==> config.mk <==
export PLATFORM = sky130hd
export DESIGN_NAME = hazard_stall_control_flat
export DESIGN_NICKNAME = d
export VERILOG_FILES = /design/src/rtl/hazard_stall_control_if.sv /design/src/rtl/hazard_stall_control.sv /design/src/flat_wrapper.sv
export SDC_FILE = /design/constraint.sdc
export NUM_CORES = 1
export LEC_CHECK = 0
export ABC_AREA = 1
export CORE_UTILIZATION = 50
export CTS_BUF_LIST = sky130_fd_sc_hd__clkbuf_8
export DETAILED_ROUTE_END_ITERATION = 16
export DONT_BUFFER_PORTS = 1
export HOLD_SLACK_MARGIN = 0.05
export PLACE_DENSITY = 0.74
export SYNTH_ARGS = -nofsm -noshare
export SYNTH_HDL_FRONTEND = slang
export SYNTH_SLANG_ARGS = --single-unit
==> constraint.sdc <==
create_clock -name clock -period 3.9 [get_ports clock]
set_input_delay 0.78 -clock clock [delete_from_list [all_inputs] [get_ports clock]]
set_output_delay 0.78 -clock clock [all_outputs]
set_load 0.005 [all_outputs]
==> src/rtl/hazard_stall_control_if.sv <==
// Pipeline-side bundle for hazard_stall_control: decoded latches, branch/multdiv status in;
// stall/flush/bubble controls, multdiv handshake and perf counters out.
interface hazard_stall_control_if;
  logic [31:0] fd_ir;
  logic [31:0] dx_ir;
  logic        take_branch;
  logic        md_ready;
  logic        md_start;
  logic        md_is_div;
  logic        md_busy;
  logic        stall_pc;
  logic        stall_fd;
  logic        stall_dx;
  logic        flush_fd;
  logic        flush_dx;
  logic        bubble_xm;
  logic        xm_from_md;
  logic        md_error;
  logic [31:0] stall_cycles;
  logic [15:0] md_count;

  modport master (
    output fd_ir, dx_ir, take_branch, md_ready,
    input  md_start, md_is_div, md_busy, stall_pc, stall_fd, stall_dx,
    input  flush_fd, flush_dx, bubble_xm, xm_from_md, md_error, stall_cycles, md_count
  );

  modport slave (
    input  fd_ir, dx_ir, take_branch, md_ready,
    output md_start, md_is_div, md_busy, stall_pc, stall_fd, stall_dx,
    output flush_fd, flush_dx, bubble_xm, xm_from_md, md_error, stall_cycles, md_count
  );
endinterface

==> src/rtl/hazard_stall_control.sv <==
// Load-use interlock, mul/div sequencing (k+3 DX cycles for ready k after start) and branch flush;
// stalls/flushes are same-cycle combinational. Perf counters exist only with STALL_PERF_EN defined.
module hazard_stall_control #(
  parameter int MD_TIMEOUT = 40,
  parameter int MD_CNT_W   = 6
) (
  input logic              clock,
  input logic              reset_n,
  hazard_stall_control_if.slave bus
);

  typedef enum logic [1:0] {IDLE, MD_ISSUE, MD_WAIT, MD_DONE} state_t;

  state_t                state;
  logic [MD_CNT_W-1:0]   wait_cnt;
  logic                  md_is_div_q;

  logic [4:0] fd_op, fd_rd, fd_rs, fd_rt;
  logic [4:0] dx_op, dx_rd, dx_aluop;
  logic       rd_used, rs_used, rt_used;
  logic       load_use, md_op, timeout_hit;
  logic       in_idle, br_c, md_det_c, lu_c, md_hold_c;
  logic       stall_pc_c, md_start_c;
  logic       unused_bits;

  assign fd_op    = bus.fd_ir[31:27];
  assign fd_rd    = bus.fd_ir[26:22];
  assign fd_rs    = bus.fd_ir[21:17];
  assign fd_rt    = bus.fd_ir[16:12];
  assign dx_op    = bus.dx_ir[31:27];
  assign dx_rd    = bus.dx_ir[26:22];
  assign dx_aluop = bus.dx_ir[6:2];
  assign unused_bits = ^{bus.fd_ir[11:0], bus.dx_ir[21:7], bus.dx_ir[1:0]};

  // Store data (rd of sw) is not a source here: the W->M memory bypass covers it.
  always_comb begin
    rd_used = 1'b0;
    rs_used = 1'b0;
    rt_used = 1'b0;
    case (fd_op)
      5'd0:             begin rs_used = 1'b1; rt_used = 1'b1; end
      5'd5, 5'd7, 5'd8: rs_used = 1'b1;
      5'd2, 5'd6:       begin rd_used = 1'b1; rs_used = 1'b1; end
      5'd4:             rd_used = 1'b1;
      default:          ;
    endcase
  end

  assign load_use = (dx_op == 5'd8) && (dx_rd != 5'd0) &&
                    ((rd_used && (fd_rd == dx_rd)) ||
                     (rs_used && (fd_rs == dx_rd)) ||
                     (rt_used && (fd_rt == dx_rd)));
  assign md_op       = (dx_op == 5'd0) && ((dx_aluop == 5'd6) || (dx_aluop == 5'd7));
  assign timeout_hit = (wait_cnt == MD_CNT_W'(MD_TIMEOUT - 1));

  assign in_idle    = (state == IDLE);
  assign br_c       = in_idle && bus.take_branch;
  assign md_det_c   = in_idle && !bus.take_branch && md_op;
  assign lu_c       = in_idle && !bus.take_branch && !md_op && load_use;
  assign md_hold_c  = md_det_c || (state == MD_ISSUE) || (state == MD_WAIT);
  assign stall_pc_c = md_hold_c || lu_c;
  assign md_start_c = (state == MD_ISSUE);

  // md_is_div is captured on entry to MD_ISSUE so it is valid alongside md_start.
  always_ff @(posedge clock or negedge reset_n) begin
    if (!reset_n) begin
      state       <= IDLE;
      wait_cnt    <= '0;
      md_is_div_q <= 1'b0;
    end else begin
      case (state)
        IDLE: begin
          if (md_det_c) begin
            state       <= MD_ISSUE;
            md_is_div_q <= dx_aluop[0];
          end
        end
        MD_ISSUE: begin
          state    <= MD_WAIT;
          wait_cnt <= '0;
        end
        MD_WAIT: begin
          wait_cnt <= wait_cnt + MD_CNT_W'(1);
          if (bus.md_ready || timeout_hit) state <= MD_DONE;
        end
        default: state <= IDLE;
      endcase
    end
  end

  // Every output is qualified by reset_n so nothing leaks while reset is asserted.
  assign bus.md_start   = reset_n && md_start_c;
  assign bus.md_is_div  = reset_n && md_is_div_q;
  assign bus.md_busy    = reset_n && !in_idle;
  assign bus.stall_pc   = reset_n && stall_pc_c;
  assign bus.stall_fd   = reset_n && stall_pc_c;
  assign bus.stall_dx   = reset_n && md_hold_c;
  assign bus.flush_fd   = reset_n && br_c;
  assign bus.flush_dx   = reset_n && (br_c || lu_c);
  assign bus.bubble_xm  = reset_n && md_hold_c;
  assign bus.xm_from_md = reset_n && (state == MD_DONE);
  assign bus.md_error   = reset_n && (state == MD_WAIT) && !bus.md_ready && timeout_hit;

`ifdef STALL_PERF_EN
  logic [31:0] stall_cnt;
  logic [15:0] md_cnt;

  always_ff @(posedge clock or negedge reset_n) begin
    if (!reset_n) begin
      stall_cnt <= '0;
      md_cnt    <= '0;
    end else begin
      if (stall_pc_c && (stall_cnt != '1)) stall_cnt <= stall_cnt + 32'd1;
      if (md_start_c) md_cnt <= md_cnt + 16'd1;
    end
  end

  assign bus.stall_cycles = reset_n ? stall_cnt : '0;
  assign bus.md_count     = reset_n ? md_cnt    : '0;
`else
  assign bus.stall_cycles = '0;
  assign bus.md_count     = '0;
`endif

endmodule

==> src/flat_wrapper.sv <==
// flat-port wrapper written by rule: the top's interface ports become plain ports
module hazard_stall_control_flat 
#(
  parameter int MD_TIMEOUT = 40,
  parameter int MD_CNT_W   = 6
)
  (clock, reset_n, bus_fd_ir, bus_dx_ir, bus_take_branch, bus_md_ready, bus_md_start, bus_md_is_div, bus_md_busy, bus_stall_pc, bus_stall_fd, bus_stall_dx, bus_flush_fd, bus_flush_dx, bus_bubble_xm, bus_xm_from_md, bus_md_error, bus_stall_cycles, bus_md_count);
  hazard_stall_control_if bus_i ();
  input logic clock;
  input logic reset_n;
  input wire logic [$bits(bus_i.fd_ir)-1:0] bus_fd_ir;
  input wire logic [$bits(bus_i.dx_ir)-1:0] bus_dx_ir;
  input wire logic [$bits(bus_i.take_branch)-1:0] bus_take_branch;
  input wire logic [$bits(bus_i.md_ready)-1:0] bus_md_ready;
  output wire logic [$bits(bus_i.md_start)-1:0] bus_md_start;
  output wire logic [$bits(bus_i.md_is_div)-1:0] bus_md_is_div;
  output wire logic [$bits(bus_i.md_busy)-1:0] bus_md_busy;
  output wire logic [$bits(bus_i.stall_pc)-1:0] bus_stall_pc;
  output wire logic [$bits(bus_i.stall_fd)-1:0] bus_stall_fd;
  output wire logic [$bits(bus_i.stall_dx)-1:0] bus_stall_dx;
  output wire logic [$bits(bus_i.flush_fd)-1:0] bus_flush_fd;
  output wire logic [$bits(bus_i.flush_dx)-1:0] bus_flush_dx;
  output wire logic [$bits(bus_i.bubble_xm)-1:0] bus_bubble_xm;
  output wire logic [$bits(bus_i.xm_from_md)-1:0] bus_xm_from_md;
  output wire logic [$bits(bus_i.md_error)-1:0] bus_md_error;
  output wire logic [$bits(bus_i.stall_cycles)-1:0] bus_stall_cycles;
  output wire logic [$bits(bus_i.md_count)-1:0] bus_md_count;
  assign bus_i.fd_ir = bus_fd_ir;
  assign bus_i.dx_ir = bus_dx_ir;
  assign bus_i.take_branch = bus_take_branch;
  assign bus_i.md_ready = bus_md_ready;
  assign bus_md_start = bus_i.md_start;
  assign bus_md_is_div = bus_i.md_is_div;
  assign bus_md_busy = bus_i.md_busy;
  assign bus_stall_pc = bus_i.stall_pc;
  assign bus_stall_fd = bus_i.stall_fd;
  assign bus_stall_dx = bus_i.stall_dx;
  assign bus_flush_fd = bus_i.flush_fd;
  assign bus_flush_dx = bus_i.flush_dx;
  assign bus_bubble_xm = bus_i.bubble_xm;
  assign bus_xm_from_md = bus_i.xm_from_md;
  assign bus_md_error = bus_i.md_error;
  assign bus_stall_cycles = bus_i.stall_cycles;
  assign bus_md_count = bus_i.md_count;
  hazard_stall_control #(.MD_TIMEOUT(MD_TIMEOUT), .MD_CNT_W(MD_CNT_W)) u_core (.clock(clock), .reset_n(reset_n), .bus(bus_i));
endmodule
* After elaboration in Yosys (flattened, before gate mapping)
Index checks and enable logic that the tools add are counted.
** Storage, ports and cells
- Register bits :: 9
- Latch bits :: 0
- RAM bits :: 0
- Memory bits (read-only) :: 0
- Input bits :: 68
- Output and inout port bits :: 59
- Word-level logic and storage cells :: 72
- Memories kept :: 0
** Operators by class
- $add $sub $neg :: 1
- Multiply operators :: 0
- Divide/modulo/power cells :: 0
- $lt $le $gt $ge :: 0
- Eq/ne operators :: 18
- Shift-type cells :: 0
- Multiplexer cells :: 7
- Bitwise logic cells :: 0
- Reductions and logical operators :: 43
** Operators with widths (number)
- $eq 5x3->1 const B :: 6
- $logic_and 1x1->1 :: 22
- $eq 5x5->1 :: 3
- $pmux 6 s2 :: 1
- $eq 5x4->1 const B :: 2
- $logic_not 5->1 :: 2
- $logic_or 1x1->1 :: 8
- $add 6x1->6 const B :: 1
- $eq 6x6->1 const B :: 1
- $pmux 2 s3 :: 1
- $reduce_or 6->1 :: 1
- $eq 5x2->1 const B :: 1
- $reduce_bool 5->1 :: 1
- $eq 2x2->1 const B :: 2
- $logic_not 1->1 :: 4
- $mux 2 :: 2
- $ne 2x2->1 const B :: 2
- $reduce_and 2->1 :: 2
- $mux 1 :: 3
- $reduce_or 3->1 :: 1
- $eq 2x1->1 const B :: 1
- $logic_not 2->1 :: 1
- $reduce_bool 2->1 :: 1

* Longest topological paths before layout
Gate-level depths: netlist of run 1.
- Depth in word-level cells :: 10
- Mapped depth :: 11
- Mapped depth without buffers :: 10

* Least setup slack after synthesis of run 1
No wires, ideal clock.
- Kind :: input to output
- From :: in bus_fd_ir[27]
- To :: out bus_stall_pc
- Arrival time :: 1552 ps
- Data required time :: 3120 ps
- Slack :: 1568 ps
- Stages on the path :: 10
- Path buffers :: 1
- Cell sequence :: nor2_1 nand2_1 o21ai_0 nand2_1 nand2_1 nand2_1 nand2_1 nand2_1 nand2_1 buf_4
** Between the ends
- Longest elaborated chain between the ends :: 10
- Elaborated cells between the ends (all ways) :: 21
- Those cells by class :: 6 x eq/ne; 3 x mux; 12 x reduce/logical
** Ends and longest elaborated chain
- start, declared :: RTL line flat_wrapper.sv:11 : input wire logic [$bits(bus_i.fd_ir)-1:0] bus_fd_ir;
- $eq 5x3->1, or another cell as far along :: RTL line hazard_stall_control.sv:40 : case (fd_op)
- $reduce_or 6->1 (no line) / $reduce_or 3->1 (equally long branches)
- $mux 1 :: RTL line hazard_stall_control.sv:40
- $logic_and 1x1->1, on equally long branches :: RTL line hazard_stall_control.sv:51, hazard_stall_control.sv:50
- $logic_or 1x1->1 :: RTL line hazard_stall_control.sv:50 : ((rd_used && (fd_rd == dx_rd)) ||
- $logic_or 1x1->1 * :: RTL line hazard_stall_control.sv:51 : (rs_used && (fd_rs == dx_rd)) ||
- $logic_and 1x1->1 * :: RTL line hazard_stall_control.sv:49 : assign load_use = (dx_op == 5'd8) && (dx_rd != 5'd0) &&
- $logic_and 1x1->1 * :: RTL line hazard_stall_control.sv:59 : assign lu_c = in_idle && !bus.take_branch && !md_op && load_use;
- $logic_or 1x1->1 * :: RTL line hazard_stall_control.sv:61 : assign stall_pc_c = md_hold_c || lu_c;
- $logic_and 1x1->1 *
- end, declared :: RTL line flat_wrapper.sv:18 : output wire logic [$bits(bus_i.stall_pc)-1:0] bus_stall_pc;
Mark *: on every way between the ends. The rest lies on a longest branch, timed or not.

* Final worst setup path of run 1
- From :: reg u_core.state[0]
- To :: out bus_stall_pc
** Between the ends
- Longest elaborated chain between the ends :: 7
- Elaborated cells between the ends (all ways) :: 11
- Those cells by class :: 2 x eq/ne; 9 x reduce/logical
** Ends and longest elaborated chain
- start, declared :: RTL line hazard_stall_control.sv:14 : state_t state;
- start signal, assigned :: RTL line hazard_stall_control.sv:67 : state <= IDLE;
- start signal, assigned :: RTL line hazard_stall_control.sv:74 : state <= MD_ISSUE;
- start signal, assigned :: RTL line hazard_stall_control.sv:79 : state <= MD_WAIT;
- $logic_not 2->1 :: RTL line hazard_stall_control.sv:56 : assign in_idle = (state == IDLE);
- $logic_and 1x1->1 :: RTL line hazard_stall_control.sv:58, hazard_stall_control.sv:59
- $logic_and 1x1->1 :: RTL line hazard_stall_control.sv:58 : assign md_det_c = in_idle && !bus.take_branch && md_op;
- $logic_or 1x1->1 (2 in a row) :: RTL line hazard_stall_control.sv:60 : assign md_hold_c = md_det_c || (state == MD_ISSUE) || (state == MD_WAIT);
- $logic_or 1x1->1 * :: RTL line hazard_stall_control.sv:61
- $logic_and 1x1->1 *
Marked as above.

==> implementation parameters, run 1 <==
Parameter                              Value

Setup path
  Type of origin of the critical path    flop
  Setup CP Type    reg2out
  Reg2reg start    u_core.state[0]
  Arr. time, crit path    1.74 ns
  Required time at the worst-slack endpoint    3.12 ns
  Kind of capture point of the worst setup path    primary output
  Reg-to-reg setup timing slack    2.27 ns
  Critical path peak fanout    5
  Terminus of the critical flop-to-flop path    u_core.state[0]
  Depth of the worst register-to-register path    9

Pwr
  Internal power    0.000268 W
  Part of the total power dissipated in sequential elements    29.0%
  Fraction of power consumed by the clock network    21.9%
  Net switching share of the total power    44.3%
  Switching power    0.000213 W
  Total power after layout    0.000481 W
  Leakage power figure    0.749 nW
  Worst VDD drop    0.000476 V
  Combinational cell fraction of total power    49.0%
  Power per cell area    398 nW/um^2

Finish
  Area overhead of the layout relative to synthesis    -8.79%
  Multi-input combinational cell area    768 um^2
  Inserted Diodes    0
  Register Area    225 um^2
  Final cell area excluding filler cells    1210 um^2
  Non-filler cells, final    241
  Filler cell count in the final layout    283
  Final-stage net count    285
  Most frequent cells in the layout    50 x nand2_1, 48 x conb_1, 36 x inv_1
  Fraction of layout instances using a drive strength above 1    2.84%
  Most frequent standard cell in the layout excluding fill and tap cells    nand2_1

Synth
  Count of synthesis-stage warnings from yosys    0
  Post-Syn Area per Cell    6.30 um^2
  Post-Syn Area    1320 um^2
  Syn Inst Count    210
  Sequential element share of the synthesized area    17.0%
  Post-synthesis sequential element count    9
  Number of different library cells in the post-synthesis netlist    24

Clock tree
  Count of H-tree levels built during CTS    1
  Number of buffers between clock root and the deepest sink    2
  Quantity of hold-fixing buffers added after cts    0
  Root buffer cell    clkbuf_8
  CTS sink count    9
  Clock tree from TritonCTS    done
  Later-pin clock latency in the skew report    0.23 ns
  Number of gates given a new drive strength after cts    0
  Number of buffers created by CTS    3
  Number of buffers added for setup after CTS    0
  Clock-pin slew on the worst setup and hold paths    0.04 ns

Timing
  Top achievable clock speed    397 MHz
  Clock Skew    0.00117 ns
  Number of hold-slack violations in the final timing report    0
  Ratio of final minimum period to clock period    64.6%
  Post-Route Hold Slack    0.240 ns
  Minimum period implied by the final worst setup slack    2.52 ns
  Number of setup violations in the final report    0
  Unrepaired setup endpoints after global routing    false
  Max-slew violations    0
  Total negative slack for setup checks    0 ns

Floorplan
  I/O pin cnt    127
  Die area    2860 um^2
  Horizontal die dimension    53.5 um
  Height of the die    53.5 um
  Cell Rows    18
  Placeable core area    2500 um^2
  Initial cell density of the core    53.0%

Drt
  Number of DRC markers in iteration 0    6
  Average wire length per cell after detail routing    8.88 um
  Post-detailed-routing wire length    2.14 mm
  First drt pass iteration count    4
  Antenna Nets Post-Route    0
  Drt drc    0
  Per-cell via count in the routed design    4.40
  Total number of vias    1060

GRT
  Initial antenna violation count    0
  First-pass GRT wire length    3.40 mm
  Residual overflow from global routing    0
  Total global routing track utilization    16.5%
  Maximum number of pins on one net before global-route repair    17
  Number of global-route vias before repair    877

Job
  Number of max-cap violations    0

Placed design
  Routability congestion estimate from global placement    0.778
  Post-Place Cell Area    1160 um^2
  DPL Wire Length    1.87 mm
  Cell count after placement    237
  Input/output buffers    0

Outcome
  Run status    completed

Hold path
  Class of the most critical hold timing path    in2async
layout make-up:
type                    count  share of cell area [%]
clock buffers               3                    3.42
clock inverters             1                   0.311
inverters                  35                    10.9
multi-input cells         163                    63.6
flip-flops and latches      9                    18.7
well taps                  30                    3.11
through the flow:
step                worst slack (ns)  utilization (%)
finish                          1.38             48.3
global route                    1.10             48.3
CTS                             1.31             48.3
detailed placement              1.53             46.5
global placement                1.55             46.5
floorplan                       1.57                -
routing by layer:
| layer | wire length (um) | global-route usage [%] | vias up |
|---|---|---|---|
| li1 | - | - | 545 |
| met1 | 876 | 18.8 | 452 |
| met2 | 1010 | 29.2 | 58 |
| met3 | 212 | 2.87 | 5 |
| met4 | 42 | 7.89 | 0 |
| met5 | 0 | 0 | - |
cell families after synthesis:
| group | synth area share, % |
|---|---|
| AND/OR/NAND/NOR | 29.6 |
| buffers and inverters | 38.3 |
| AO/OA/AOI/OAI | 5.48 |
| flip-flops | 17.0 |
| XOR/XNOR | 4.63 |
| adder cells (fa/ha/maj) | 4.73 |
| other | 0.283 |
flip-flops by register name (all words and copies together) (netlist names):
name / count
u_core.state: 2
u_core.wait_cnt: 6
u_core.md_is_div_q: 1
power by group through the flow:
| stage | registers [W] | clock network (W) | logic (W) |
|---|---|---|---|
| after global placement | 0.000140 | 0 | 0.000233 |
| after CTS | 0.000139 | 0.000109 | 0.000239 |
| after global routing | 0.000144 | 0.000113 | 0.000279 |
| final | 0.000139 | 0.000106 | 0.000236 |
| after detailed placement | 0.000141 | 0 | 0.000237 |
| after floorplan | 0.000136 | 0 | 0.000241 |
worst max path at each step:
stage | start | endpoint | slack (ns) | cells past startpoint
6_report | u_core.state[0] | bus_stall_pc | 1.38 | 8
5_1_grt | u_core.state[1] | bus_stall_fd | 1.10 | 8
4_1_cts | u_core.state[0] | bus_stall_pc | 1.31 | 8
3_5_place_dp | bus_fd_ir[27] | bus_stall_pc | 1.53 | 9
3_3_place_gp | bus_fd_ir[27] | bus_stall_pc | 1.55 | 9
2_1_floorplan | bus_fd_ir[27] | bus_stall_pc | 1.57 | 10
Yosys cell counts:
cell	count	area, um^2
a21oi_1	4	20.0
nand4_1	3	18.8
dfrtp_1	9	225
nand3_1	8	40.0
xnor2_1	7	61.3
nor3_2	1	10.0
nand2_2	1	6.26
conb_1	1	3.75
o21a_1	1	7.51
nor3b_1	2	15.0
nor2_1	19	71.3
a31oi_1	1	6.26
nand4_2	1	12.5
nor4_1	2	12.5
nand3b_1	1	7.51
nand2_1	50	188
o21ai_0	3	15.0
nor3_1	2	10.0
buf_4	50	375
o22ai_1	1	6.26
o21ai_1	2	10.0
ha_1	5	62.6
inv_1	35	131
o21bai_1	1	7.51
critical path, cell delays in order (launching register included):
cell and delay, ns:
dfrtp_1 0.41, inv_1 0.09, ha_1 0.26, nand2_1 0.09
nor3_2 0.18, nand4_2 0.18, nand3_1 0.11, nand2_1 0.07
nand2_1 0.12
Note: power is estimated with default switching activity, not from simulation.
==> run 2, diff against run 1 <==
- clock period: 3.9 -> 2.45 ns (I/O delays scaled with it)
==> run 2 against run 1 <==
Final cell count grew 0.41%. Design area grew 1.0%. Clock skew rose by 0.0019 ns. Critical endpoint unchanged.
==> implementation parameters, run 2 (synthesis results as in run 1) <==
Parameter                              Value

Setup path
  Crit path capture    bus_stall_pc
  Highest-delay cell along the critical path    dfrtp_1
  Family of cells with the greatest summed delay on the critical path    simple AND/OR/NAND/NOR gates
  Kind of capture point of the worst setup path    primary output
  Reg-to-reg setup timing slack    0.86 ns (-1.41 ns)
  Critical path peak fanout    5 (unchanged)
  Critical Path Most Common Cell    nand2_1
  Longest individual stage delay on the worst path    0.40 ns (about the same)
  Terminus of the critical flop-to-flop path    u_core.state[0]
  CP Cell Sequence    inv_1 > ha_2 > nand2_1 > nor3_2 > nand4_2 > nand3_1 > nand2_1 > nand2_1
  Setup CP Type    reg2out
  Arr. time, crit path    1.70 ns (-0.04 ns)
  Number of stages on the worst setup path    8 (unchanged)
  Type of origin of the critical path    flop
  Depth of the worst register-to-register path    9 (unchanged)
  Reg2reg start    u_core.state[1]
  Number of buffers and inverters on the critical path    1 (unchanged)
  Crit path from    u_core.state[1]
  Required time at the worst-slack endpoint    1.96 ns (-1.16 ns)

Hold path
  Class of the most critical hold timing path    in2reg

Floorplan
  Height of the die    53.5 um (unchanged)
  Die area    2860 um^2 (unchanged)
  Initial cell density of the core    53.0% (unchanged)
  Horizontal die dimension    53.5 um (unchanged)
  Placeable core area    2500 um^2 (unchanged)
  I/O pin cnt    127 (unchanged)
  Cell Rows    18 (unchanged)

Pwr
  Leakage power figure    0.752 nW (+0.37%)
  Internal power    0.000434 W (+62%)
  Net switching share of the total power    44.3% (+0.068 points)
  Fraction of power consumed by the clock network    21.8% (about the same)
  Combinational cell fraction of total power    49.7% (+0.7 points)
  Power per cell area    639 nW/um^2 (+60%)
  Worst VDD drop    0.000767 V (+61%)
  Switching power    0.000346 W (+62%)
  Part of the total power dissipated in sequential elements    28.5% (-0.5 points)

Timing
  Minimum period implied by the final worst setup slack    2.19 ns
  Unrepaired setup endpoints after global routing    false
  Total negative slack for setup checks    0 ns (unchanged)
  Max-slew violations    0 (unchanged)
  Number of hold-slack violations in the final timing report    0 (unchanged)
  Ratio of final minimum period to clock period    89.4%
  Top achievable clock speed    457 MHz
  Minimum setup slack in the final design    0.261 ns (-1.12 ns)
  Clock Skew    0.00305 ns (+0.00188 ns)
  Number of setup violations in the final report    0 (unchanged)

Drt
  Number of DRC markers in iteration 0    5 (-1)
  Total number of vias    1055 (-0.47%)
  Post-detailed-routing wire length    2.18 mm (+1.7%)
  Drt drc    0 (unchanged)
  Average wire length per cell after detail routing    8.99 um (+1.3%)
  Per-cell via count in the routed design    4.36 (-0.88%)
  Antenna Nets Post-Route    0 (unchanged)
  First drt pass iteration count    3 (-1)

Finish
  Register Area    225 um^2 (unchanged)
  Area overhead of the layout relative to synthesis    -7.85%
  Register name with the most flops    u_core.wait_cnt
  Largest registers ranked by flip-flop count    u_core.wait_cnt: 6 flops, u_core.state: 2 flops, u_core.md_is_div_q: 1 flops
  Final-stage net count    286 (+0.35%)
  Filler cell count in the final layout    283 (unchanged)
  Inserted Diodes    0 (unchanged)
  Multi-input combinational cell area    771 um^2 (+0.33%)
  Fraction of layout instances using a drive strength above 1    3.30% (+0.46 points)
  Most frequent standard cell in the layout excluding fill and tap cells    nand2_1
  Flip-flop count of the largest register, all copies and words added    6 (unchanged)
  Most frequent cells in the layout    50 x nand2_1, 48 x conb_1, 36 x inv_1

Clock tree
  Root buffer cell    clkbuf_8
  Clock-pin slew on the worst setup and hold paths    0.05 ns (about the same)
  Clock tree from TritonCTS    done
  Number of buffers added for setup after CTS    0 (unchanged)
  Count of H-tree levels built during CTS    1 (unchanged)
  Number of buffers created by CTS    3 (unchanged)
  Later-pin clock latency in the skew report    0.24 ns (about the same)
  CTS sink count    9 (unchanged)
  Number of buffers between clock root and the deepest sink    2 (unchanged)

Placed design
  DPL Wire Length    1.87 mm (unchanged)
  Post-place setup slack    0.401 ns (-1.13 ns)
  Routability congestion estimate from global placement    0.778 (unchanged)
  Input/output buffers    0 (unchanged)

Outcome
  Run status    completed

Job
  Number of max-cap violations    0 (unchanged)

GRT
  Total global routing track utilization    16.8% (+0.30 points)
  First-pass GRT wire length    3.46 mm (+1.8%)
  Maximum number of pins on one net before global-route repair    10 (-7)
  Number of global-route vias before repair    881 (+0.46%)
  Residual overflow from global routing    0 (unchanged)
  Initial antenna violation count    0 (unchanged)
## run 2: worst min-delay path by stage
stage | to | start | slack (ns) | depth (start not counted)
detailed placement | u_core.wait_cnt[1] | reset_n | 0.19 | 0
CTS | u_core.md_is_div_q | bus_dx_ir[2] | 0.39 | 2
finish | u_core.md_is_div_q | bus_dx_ir[2] | 0.39 | 2
global placement | u_core.wait_cnt[0] | reset_n | 0.19 | 0
global route | u_core.md_is_div_q | bus_dx_ir[2] | 0.39 | 2
floorplan | u_core.md_is_div_q | reset_n | 0.19 | 0
## run 2: timing repair
item | 4_1_cts | 5_1_grt
endpoints found under the hold margin | 9 | 0
resized for setup | 0 | 1
endpoints found under the setup margin | 0 | 4
hold buffers | 1 | 0
## run 2: power by group through the flow
| stage | registers (W) | clock network, W | logic (W) |
|---|---|---|---|
| floorplan | 0.000217 | 0 | 0.000384 |
| global placement | 0.000223 | 0 | 0.000370 |
| detailed placement | 0.000224 | 0 | 0.000378 |
| CTS | 0.000222 | 0.000174 | 0.000384 |
| global route | 0.000229 | 0.000180 | 0.000457 |
| finish | 0.000222 | 0.000170 | 0.000388 |
## run 2: area by class of cell
cell class / count / share of cell area, %
well taps: 30 / 3.08
repair buffers: 1 / 0.821
multi-input cells: 163 / 63.2
inverters: 35 / 10.8
flip-flops and latches: 9 / 18.5
clock buffers: 3 / 3.38
clock inverters: 1 / 0.308
## run 2: stage by stage
| stage | hold WS, ns | area [um^2] | std cells | util [%] | power, W |
|---|---|---|---|---|---|
| finish | 0.394 | 1220 | 242 | 48.8 | 0.000780 |
| global placement | 0.195 | 1160 | 237 | 46.5 | 0.000594 |
| detailed placement | 0.195 | 1160 | 237 | 46.5 | 0.000602 |
| floorplan | 0.194 | 1500 | 257 | - | 0.000601 |
| CTS | 0.392 | 1220 | 242 | 48.7 | 0.000780 |
| global route | 0.393 | 1220 | 242 | 48.8 | 0.000865 |
## run 2: metal layers
layer	part of all wire, %	global-route usage, %
met2	47	29.8
met5	0	0
met4	1.9	7.89
met1	42	19.1
met3	9.1	2.87
==> run 3, diff against run 2 <==
--- a/config.mk
+++ b/config.mk
@@ -12,5 +12,5 @@
 export DONT_BUFFER_PORTS = 1
 export HOLD_SLACK_MARGIN = 0.05
-export PLACE_DENSITY = 0.74
+export PLACE_DENSITY = 0.77
 export SYNTH_ARGS = -nofsm -noshare
 export SYNTH_HDL_FRONTEND = slang
==> constraint.sdc (replaced) <==
create_clock -name clock -period 2 [get_ports clock]
set_input_delay 0.4 -clock clock [delete_from_list [all_inputs] [get_ports clock]]
set_output_delay 0.4 -clock clock [all_outputs]
set_load 0.01 [all_outputs]
==> run 3 against run 2 <==
Largest cell class unchanged. Sequential cell count unchanged. Clock power is 17% higher. Critical path depth stayed put. Final cell count rose by 2.9%. Sequential share of layout area shrank 1.2 points. Clock skew fell by 0.0024 ns. Design area grew 7.1%. Total power increased by 46%. Non-clock buffer count is 7 higher. Sequential power is 21% higher.
==> implementation parameters, run 3 (synthesis results as in run 1) <==
Parameter                              Value

Placed design
  Routability congestion estimate from global placement    0.790 (+1.5%)
  Input/output buffers    0 (unchanged)
  DPL Wire Length    1.88 mm (+0.67%)
  Post-Place Cell Area    1180 um^2 (+1.3%)

Drt
  Average wire length per cell after detail routing    9.02 um (+0.27%)
  Top sig layer    met4
  Post-detailed-routing wire length    2.25 mm (+3.2%)
  First drt pass iteration count    4 (+1)
  Antenna Nets Post-Route    0 (unchanged)
  Met3 WL post-DR    208 um (+5.1%)
  Total number of vias    1070 (+1.4%)
  Routed length on met2    1.08 mm (+5.1%)
  Per-cell via count in the routed design    4.30 (-1.4%)
  Drt drc    0 (unchanged)
  Met1 wire length    917 um (+1.2%)
  Number of DRC markers in iteration 0    9 (+4)

Timing
  Unrepaired setup endpoints after global routing    false
  Minimum period implied by the final worst setup slack    1.90 ns
  Top achievable clock speed    527 MHz
  Post-Route Hold Slack    0.313 ns (-0.0811 ns)
  Number of setup violations in the final report    0 (unchanged)
  Ratio of final minimum period to clock period    94.9%
  Max-slew violations    0 (unchanged)
  Number of hold-slack violations in the final timing report    0 (unchanged)
  Clock Skew    0.000640 ns (-0.00241 ns)
  Total negative slack for setup checks    0 ns (unchanged)

GRT
  Number of global-route vias before repair    877 (-0.45%)
  Maximum number of pins on one net before global-route repair    10 (unchanged)
  Residual overflow from global routing    0 (unchanged)
  Initial antenna violation count    0 (unchanged)
  First-pass GRT wire length    3.39 mm (-2.2%)
  Total global routing track utilization    16.7% (-0.11 points)

Setup path
  Type of origin of the critical path    flop
  Required time at the worst-slack endpoint    1.60 ns (-0.36 ns)
  Crit path from    u_core.state[0]
  Longest individual stage delay on the worst path    0.39 ns (about the same)
  Reg-to-reg setup timing slack    0.57 ns (-0.29 ns)
  Kind of capture point of the worst setup path    primary output
  Highest-delay cell along the critical path    dfrtp_1
  Depth of the worst register-to-register path    10 (+1)
  Crit path capture    bus_stall_fd
  Critical Path Most Common Cell    nand2_2
  Setup CP Type    reg2out
  Reg2reg start    u_core.state[0]
  Arr. time, crit path    1.50 ns (-0.20 ns)
  Critical path peak fanout    2 (-3)
  CP Cell Sequence    inv_2 > ha_4 > nand2_2 > nor3_4 > nand4_1 > a21oi_1 > nand2_1 > nand2_2
  Terminus of the critical flop-to-flop path    u_core.state[0]

Finish
  Register name with the most flops    u_core.wait_cnt
  Register Area    225 um^2 (unchanged)
  Multi-input combinational cell area    805 um^2 (+4.4%)
  Flip-flop count of the largest register, all copies and words added    6 (unchanged)
  Filler cell count in the final layout    278 (-1.8%)
  Final cell area excluding filler cells    1310 um^2 (+7.1%)
  Inserted Diodes    0 (unchanged)
  Fraction of layout instances using a drive strength above 1    9.13% (+5.8 points)
  Final-stage net count    293 (+2.4%)
  Area overhead of the layout relative to synthesis    -1.32%
  Most frequent cells in the layout    48 x nand2_1, 48 x conb_1, 33 x inv_1
  Largest registers ranked by flip-flop count    u_core.wait_cnt: 6 flops, u_core.state: 2 flops, u_core.md_is_div_q: 1 flops

Floorplan
  Die area    2860 um^2 (unchanged)
  Cell Rows    18 (unchanged)
  I/O pin cnt    127 (unchanged)
  Placeable core area    2500 um^2 (unchanged)
  Initial cell density of the core    53.0% (unchanged)
  Height of the die    53.5 um (unchanged)
  Horizontal die dimension    53.5 um (unchanged)

Clock tree
  Clock tree from TritonCTS    done
  Root buffer cell    clkbuf_8
  CTS sink count    9 (unchanged)
  Clock-pin slew on the worst setup and hold paths    0.04 ns (about the same)
  Number of buffers created by CTS    3 (unchanged)
  Number of buffers between clock root and the deepest sink    2 (unchanged)
  Count of H-tree levels built during CTS    1 (unchanged)
  Later-pin clock latency in the skew report    0.23 ns (about the same)

Outcome
  Run status    completed

Pwr
  Power per cell area    870 nW/um^2 (+36%)
  Leakage power figure    0.787 nW (+4.7%)
  Worst VDD drop    0.000716 V (-6.7%)

Job
  Number of max-cap violations    0 (unchanged)

Hold path
  Class of the most critical hold timing path    in2reg
==> run 3: cell count changes in the layout (fill, tap and decap cells not counted), sizes merged <==
cell	previous run	this run
buf	0	7
==> run 3: cell type report <==
type	instances	area share [%]
clock buffers	3	3.16
clock inverters	1	0.287
inverters	35	10.1
multi-input cells	163	61.6
flip-flops and latches	9	17.2
well taps	30	2.87
repair buffers	8	4.79
==> run 3: worst max-delay path, delay by kind of cell (launching register included) <==
family | cells | cell delay (ns)
AOI/OAI and AO/OA | 1 | 0.14
adders and majority gates | 1 | 0.13
buffers and inverters | 1 | 0.08
DFF | 1 | 0.39
and+or+nand+nor | 5 | 0.52
==> run 3: through the flow <==
step	cells	util (%)	total power [W]	worst slack, ns
after global routing	249	52.3	0.00126	0.00116
after floorplan	257	-	0.000780	0.186
after global placement	239	47.1	0.000781	0.208
after CTS	249	51.9	0.00112	0.0110
final	249	52.3	0.00114	0.101
after detailed placement	239	47.1	0.000795	0.199
==> run 3: routing by layer <==
layer,vias up,track usage (%)
met5,-,0
met4,0,8.33
met3,5,3.45
met2,58,31.0
met1,450,17.3
li1,557,-
==> run 3: what timing repair did <==
item / CTS / global route
gates resized for setup: 9 / 1
hold buffers: 1 / 0
endpoints found under the setup margin: 4 / 6
setup buffers: 5 / 0
pin swaps: 5 / 5
endpoints found under the hold margin: 9 / 0
==> run 3: power by group <==
group	leakage (nW)	internal (W)	switching (W)
Sequential	0.115	0.000229	0.0000398
Combinational	0.645	0.000268	0.000399
Clock	0.0269	0.000133	0.0000664
==> run 3: how the worst min path moves through the flow <==
stage | startpoint | to | slack, ns | cells past startpoint
after floorplan | reset_n | u_core.md_is_div_q | 0.10 | 0
after global placement | reset_n | u_core.wait_cnt[5] | 0.10 | 0
after detailed placement | reset_n | u_core.wait_cnt[4] | 0.10 | 0
after CTS | bus_dx_ir[2] | u_core.md_is_div_q | 0.31 | 2
after global routing | bus_dx_ir[2] | u_core.md_is_div_q | 0.33 | 2
final | bus_dx_ir[2] | u_core.md_is_div_q | 0.31 | 2
